--- src/rtl/fault_campaign_ctrl.sv ---
// Stuck-at fault campaign sequencer for the full-adder fault-injection datapath.
// Ports:
//   clk, rst (sync, active-high), start.
//   sum_g/cout_g and sum_f/cout_f: golden and faulty adder outputs.
//   tv_a/tv_b/tv_cin: test vector to both adders.
//   fault_enable/stuck_val: fault control to the faulty adder.
//   busy, done: campaign status.
//   golden_err, sa0_*/sa1_*: per-phase results.
// Parameter SETTLE_CYCLES (1..15).
// Optional macro FAULT_CAMPAIGN_EARLY_EXIT_EN: end P1/P2 at the first mismatch.
module fault_campaign_ctrl #(
  parameter int SETTLE_CYCLES = 1
) (
  input  logic       clk,
  input  logic       rst,
  input  logic       start,
  input  logic       sum_g,
  input  logic       cout_g,
  input  logic       sum_f,
  input  logic       cout_f,
  output logic       tv_a,
  output logic       tv_b,
  output logic       tv_cin,
  output logic       fault_enable,
  output logic       stuck_val,
  output logic       busy,
  output logic       done,
  output logic       golden_err,
  output logic       sa0_det,
  output logic       sa1_det,
  output logic [2:0] sa0_first,
  output logic [2:0] sa1_first,
  output logic [3:0] sa0_cnt,
  output logic [3:0] sa1_cnt
);

  localparam logic [2:0] S_IDLE    = 3'd0;
  localparam logic [2:0] S_DRIVE   = 3'd1;
  localparam logic [2:0] S_SETTLE  = 3'd2;
  localparam logic [2:0] S_COMPARE = 3'd3;
  localparam logic [2:0] S_DONE    = 3'd4;

  localparam logic [1:0] P0 = 2'd0;
  localparam logic [1:0] P1 = 2'd1;
  localparam logic [1:0] P2 = 2'd2;

  localparam logic [3:0] CNT_MAX = 4'd8;
  localparam bit NO_SETTLE = (SETTLE_CYCLES <= 1);
  // Last SETTLE count; only meaningful when SETTLE_CYCLES >= 2.
  localparam logic [3:0] SETTLE_LAST = 4'(SETTLE_CYCLES - 2);

  logic [2:0] state_q, state_d;
  logic [2:0] v_q, v_d;
  logic [1:0] phase_q, phase_d;
  logic [3:0] scnt_q, scnt_d;
  logic [2:0] tv_q, tv_d;
  logic       fen_q, fen_d;
  logic       sval_q, sval_d;
  logic       gerr_q, gerr_d;
  logic       d0_q, d0_d;
  logic       d1_q, d1_d;
  logic [2:0] f0_q, f0_d;
  logic [2:0] f1_q, f1_d;
  logic [3:0] c0_q, c0_d;
  logic [3:0] c1_q, c1_d;

  logic mismatch;
  logic end_phase;

  assign mismatch = (sum_g != sum_f) | (cout_g != cout_f);

  always_comb begin
    state_d   = state_q;
    v_d       = v_q;
    phase_d   = phase_q;
    scnt_d    = scnt_q;
    gerr_d    = gerr_q;
    d0_d      = d0_q;
    d1_d      = d1_q;
    f0_d      = f0_q;
    f1_d      = f1_q;
    c0_d      = c0_q;
    c1_d      = c1_q;
    end_phase = (v_q == 3'd7);
`ifdef FAULT_CAMPAIGN_EARLY_EXIT_EN
    if (mismatch && (phase_q != P0))
      end_phase = 1'b1;
`endif

    unique case (state_q)
      S_IDLE: begin
        if (start) begin
          state_d = S_DRIVE;
          v_d     = 3'd0;
          phase_d = P0;
          gerr_d  = 1'b0;
          d0_d    = 1'b0;
          d1_d    = 1'b0;
          f0_d    = 3'd0;
          f1_d    = 3'd0;
          c0_d    = 4'd0;
          c1_d    = 4'd0;
        end
      end
      S_DRIVE: begin
        scnt_d  = 4'd0;
        state_d = NO_SETTLE ? S_COMPARE : S_SETTLE;
      end
      S_SETTLE: begin
        if (scnt_q == SETTLE_LAST)
          state_d = S_COMPARE;
        else
          scnt_d = scnt_q + 4'd1;
      end
      S_COMPARE: begin
        if (mismatch) begin
          if (phase_q == P0) begin
            gerr_d = 1'b1;
          end else if (phase_q == P1) begin
            if (c0_q != CNT_MAX) c0_d = c0_q + 4'd1;
            if (!d0_q) begin
              d0_d = 1'b1;
              f0_d = v_q;
            end
          end else begin
            if (c1_q != CNT_MAX) c1_d = c1_q + 4'd1;
            if (!d1_q) begin
              d1_d = 1'b1;
              f1_d = v_q;
            end
          end
        end
        if (!end_phase) begin
          v_d     = v_q + 3'd1;
          state_d = S_DRIVE;
        end else if (phase_q != P2) begin
          phase_d = phase_q + 2'd1;
          v_d     = 3'd0;
          state_d = S_DRIVE;
        end else begin
          state_d = S_DONE;
        end
      end
      S_DONE: state_d = S_IDLE;
      default: state_d = S_IDLE;
    endcase

    // Adder stimulus is loaded on entry to DRIVE and parked at 0 outside a sweep.
    tv_d   = tv_q;
    fen_d  = fen_q;
    sval_d = sval_q;
    if (state_d == S_DRIVE) begin
      tv_d   = v_d;
      fen_d  = (phase_d != P0);
      sval_d = (phase_d == P2);
    end else if ((state_d == S_IDLE) || (state_d == S_DONE)) begin
      tv_d   = 3'd0;
      fen_d  = 1'b0;
      sval_d = 1'b0;
    end
  end

  always_ff @(posedge clk) begin
    if (rst) begin
      state_q <= S_IDLE;
      v_q     <= 3'd0;
      phase_q <= P0;
      scnt_q  <= 4'd0;
      tv_q    <= 3'd0;
      fen_q   <= 1'b0;
      sval_q  <= 1'b0;
      gerr_q  <= 1'b0;
      d0_q    <= 1'b0;
      d1_q    <= 1'b0;
      f0_q    <= 3'd0;
      f1_q    <= 3'd0;
      c0_q    <= 4'd0;
      c1_q    <= 4'd0;
    end else begin
      state_q <= state_d;
      v_q     <= v_d;
      phase_q <= phase_d;
      scnt_q  <= scnt_d;
      tv_q    <= tv_d;
      fen_q   <= fen_d;
      sval_q  <= sval_d;
      gerr_q  <= gerr_d;
      d0_q    <= d0_d;
      d1_q    <= d1_d;
      f0_q    <= f0_d;
      f1_q    <= f1_d;
      c0_q    <= c0_d;
      c1_q    <= c1_d;
    end
  end

  assign {tv_a, tv_b, tv_cin} = tv_q;
  assign fault_enable = fen_q;
  assign stuck_val    = sval_q;
  assign busy         = (state_q != S_IDLE);
  assign done         = (state_q == S_DONE);
  assign golden_err   = gerr_q;
  assign sa0_det      = d0_q;
  assign sa1_det      = d1_q;
  assign sa0_first    = f0_q;
  assign sa1_first    = f1_q;
  assign sa0_cnt      = c0_q;
  assign sa1_cnt      = c1_q;

endmodule

--- config.mk ---
export PLATFORM = sky130hd
export DESIGN_NAME = fault_campaign_ctrl
export DESIGN_NICKNAME = d
export VERILOG_FILES = /design/src/rtl/fault_campaign_ctrl.sv
export SDC_FILE = /design/constraint.sdc
export NUM_CORES = 1
export LEC_CHECK = 0
export CAP_MARGIN = 25
export CORE_AREA = 2 2 85 62
export DETAILED_ROUTE_END_ITERATION = 8
export DIE_AREA = 0 0 87 64
export SKIP_LAST_GASP = 1
export SLEW_MARGIN = 15
export SYNTH_ARGS = -nofsm -noshare
export SYNTH_HDL_FRONTEND = slang
export SYNTH_SLANG_ARGS = --single-unit
--- constraint.sdc ---
create_clock -name clk -period 2.4 [get_ports clk]
set_input_delay 0.6 -clock clk [delete_from_list [all_inputs] [get_ports clk]]
set_output_delay 0.6 -clock clk [all_outputs]
set_load 0.05 [all_outputs]
==> impl_results.md <==
- Status: finished, final reports clean
- DRT iter0 DRCs: 61
- Synth top area cells: dfxtp_1 (39%), ha_1 (7.9%), a22o_1 (6.0%), a21oi_1 (4.9%), nor2_1 (3.6%)
- FP Rows: 21
- Area added between synthesis and finish: 26.0%
- Total Nets Final: 257
- # port buffers: 30
- Worst hold endpoint: stuck_val
- Via density: 5.25
- Yosys top cell by area: dfxtp_1
- Yosys cell types: 46
- # IOs: 31
- WS Path Type: register to output port
- Setup violators final: 0
- Gate power share: 0.148
- Sequential power share: 0.502
- Worst r2r src: phase_q[1]
- Setup Total Neg Slack: 0 ns
- Sink Count: 34
- Syn Nets: 222
- Placer Congestion: 0.809
- Setup Buffers After CTS: 0
- Full die area: 5570 sq um
- Top Family by Delay on Critical Path: buffers and inverters
- Synth warnings: 0
- Vias in the first global route: 1454
- Pwr Density: 530 nW/um^2
- Cts repair resizes: 0
- CP bufs+invs: 1
- Net switching fraction of the power: 0.285
- Mapped Cells: 204
- Length of the first detailed-routing pass in iterations: 4
- Tightest Hold Check Type: register to register
- VDD IR max: 0.275 mV
- RSZ-0062 raised after global routing: false
- Total power: 1.17 mW
- EDFF count, synth: 0
- Critical Path, Cell by Cell: clkdlybuf4s50_1
- Routed via count: 1554
- Die height: 64 microns
- Yosys reg bits: 34
- Total gr overflow: 0
- First-pass GRT wire length: 6980 microns
- Starting density of the core: 0.372
- Clock transition at the registers of the reported paths: 0.07 ns
- Tcrit/Tclk final: 0.905
- CTS tree: done
- Crit path required time: 1.80 ns
- Clock power frac: 0.350
- Worst skew pair latency: 0.29 ns
- Total wire length: 4100 microns
- Leak: 0.848 nW
- Total Routing Usage GR: 0.160
- Largest net degree at the start of global routing: 13
- Core Area: 4700 sq um
- Seq/Total Area, Yosys: 0.389
- R2R cell count: 7
- Cells on Worst Hold Path: 1
- Max Clk Rate: 460 MHz
- Measured slew at the worst slew-check pin: 0.578 ns
- Worst Setup End Kind: output port
- Critical-path top delay cell: clkdlybuf4s50_1
- Relative slew slack: 0.615
- Layout cell share with drive strength beyond 1: 0.0962
- Synth Flop Type: dfxtp_1
- Antenna diode count: 0
- Reg2reg end: sa0_cnt[3]
- Max-cap viol count: 0
- Mean Syn Cell Area: 8.57 sq um
- Startpoint types: register
- Layout Skew: 0.00359 ns
- CTS Buffer Depth: 2
- Crit-path max cell delay: 0.84 ns
- Async S/R FF share, synth: 0
- WL per Instance: 13.9 microns
- Final hold vios: 0
- Initial antenna violation count: 0
- Final min period: 2.17 ns
- Hold_sp: stuck_val
- R2R setup slack: 0.60 ns
- Post-Syn Area: 1750 sq um
- Top cells by count, synth: dfxtp_1 (34), a21oi_1 (17), nor2_1 (17)
- CP Depth: 1
- Proportion of netlist area held by the largest area contributor: 0.389
- P_int: 0.835 mW
- Number of CTS-inserted buffers: 5
- Crit Path Max Fanout: 6
- CTS root buf: clkbuf_8
- Chip width: 87 microns
- CP Data Arrival Time: 1.57 ns
- CTS H-Tree Depth: 2
- ANT nets after route: 0
- Drt drc: 0
- Hold Buf Count CTS: 0
- Net load switching power: 0.334 mW
- Most common cell in the netlist: dfxtp_1
- Dpl hpwl: 3040 microns
- Max-slew violations: 0
-- cell usage in the layout, fill, tap and decap left out, types with 5 or more instances in the layout --
master and instances:
clkdlybuf4s50_1 28, a22o_1 12, inv_1 11, nor3_1 8, clkbuf_8 5, buf_4 8
nand3_1 6, nor2_1 17, a21oi_1 17, o21ai_0 8, ha_1 11, nor2b_1 8
nand2_1 15, dfxtp_1 34
-- per-stage QoR --
stage / std cells / setup WS [ns] / utilization / hold WS [ns] / instance area, sq um
finish: 296 / 0.227 / 0.469 / 0.476 / 2200
global route: 296 / 0.197 / 0.469 / 0.503 / 2200
CTS: 296 / 0.234 / 0.469 / 0.482 / 2200
detailed placement: 289 / 0.0131 / 0.452 / 0.465 / 2130
global placement: 289 / 0.0192 / 0.452 / 0.473 / 2130
floorplan: 204 / 0.120 / - / 0.467 / 1750
-- layout make-up --
cell class	instances	area (sq um)
Multi-Input combinational cell	150	988
Inverter	12	45.0
Fill cell	459	2500
Timing Repair Buffer	36	340
Clock buffer	5	68.8
Tap cell	57	71.3
Clock inverter	2	10.0
Sequential cell	34	681
-- worst max path at each step --
| stage | end | from |
|---|---|---|
| 2_1_floorplan | done | state_q[0] |
| 3_3_place_gp | sa0_cnt[3] | sum_f |
| 3_5_place_dp | sa0_cnt[3] | sum_f |
| 4_1_cts | sa1_cnt[2] | sa1_cnt[2] |
| 5_1_grt | sa0_cnt[1] | sa0_cnt[1] |
| 6_report | sa1_cnt[2] | sa1_cnt[2] |
-- flip-flops by register name, indices dropped and copies added, names as in the netlist --
name          flops
sa1_cnt           4
sa0_det           1
golden_err        1
state_q           3
stuck_val         1
sa1_det           1
phase_q           2
v_q               3
sa0_first         3
sa0_cnt           4
tv_q              3
sa1_first         3
fault_enable      1
scnt_q            4
-- kinds of logic after synthesis --
group | count (synthesis) | synth area share
simple gates | 76 | 0.230
flops | 34 | 0.389
xor+xnor | 2 | 0.0100
buf+inv | 20 | 0.0458
mux | 3 | 0.0179
fa+ha+maj | 11 | 0.0787
compound gates | 58 | 0.228
-- routing by layer --
| layer | track usage | wire length [microns] | up-vias |
|---|---|---|---|
| met2 | 0.201 | 1610 | 28 |
| met4 | 0.0684 | 55 | 0 |
| li1 | - | - | 811 |
| met1 | 0.247 | 2250 | 708 |
| met3 | 0.0439 | 187 | 7 |
| met5 | 0 | 0 | - |
-- power groups by stage --
stage / clock network (mW) / logic [mW] / registers [mW]
floorplan: 0 / 0.114 / 0.602
global placement: 0 / 0.173 / 0.600
CTS: 0.416 / 0.173 / 0.587
finish: 0.409 / 0.173 / 0.587
global route: 0.440 / 0.191 / 0.589
detailed placement: 0 / 0.172 / 0.600
-- worst reg2reg max path, stage by stage (launching register included) --
cell and delay [ns]:
dfxtp_1 0.33, inv_1 0.09, ha_1 0.22, inv_1 0.07, a21oi_1 0.28, nand4_1 0.17, or4_1 0.41, a31oi_1 0.17
(Power assumes the default switching activity.)
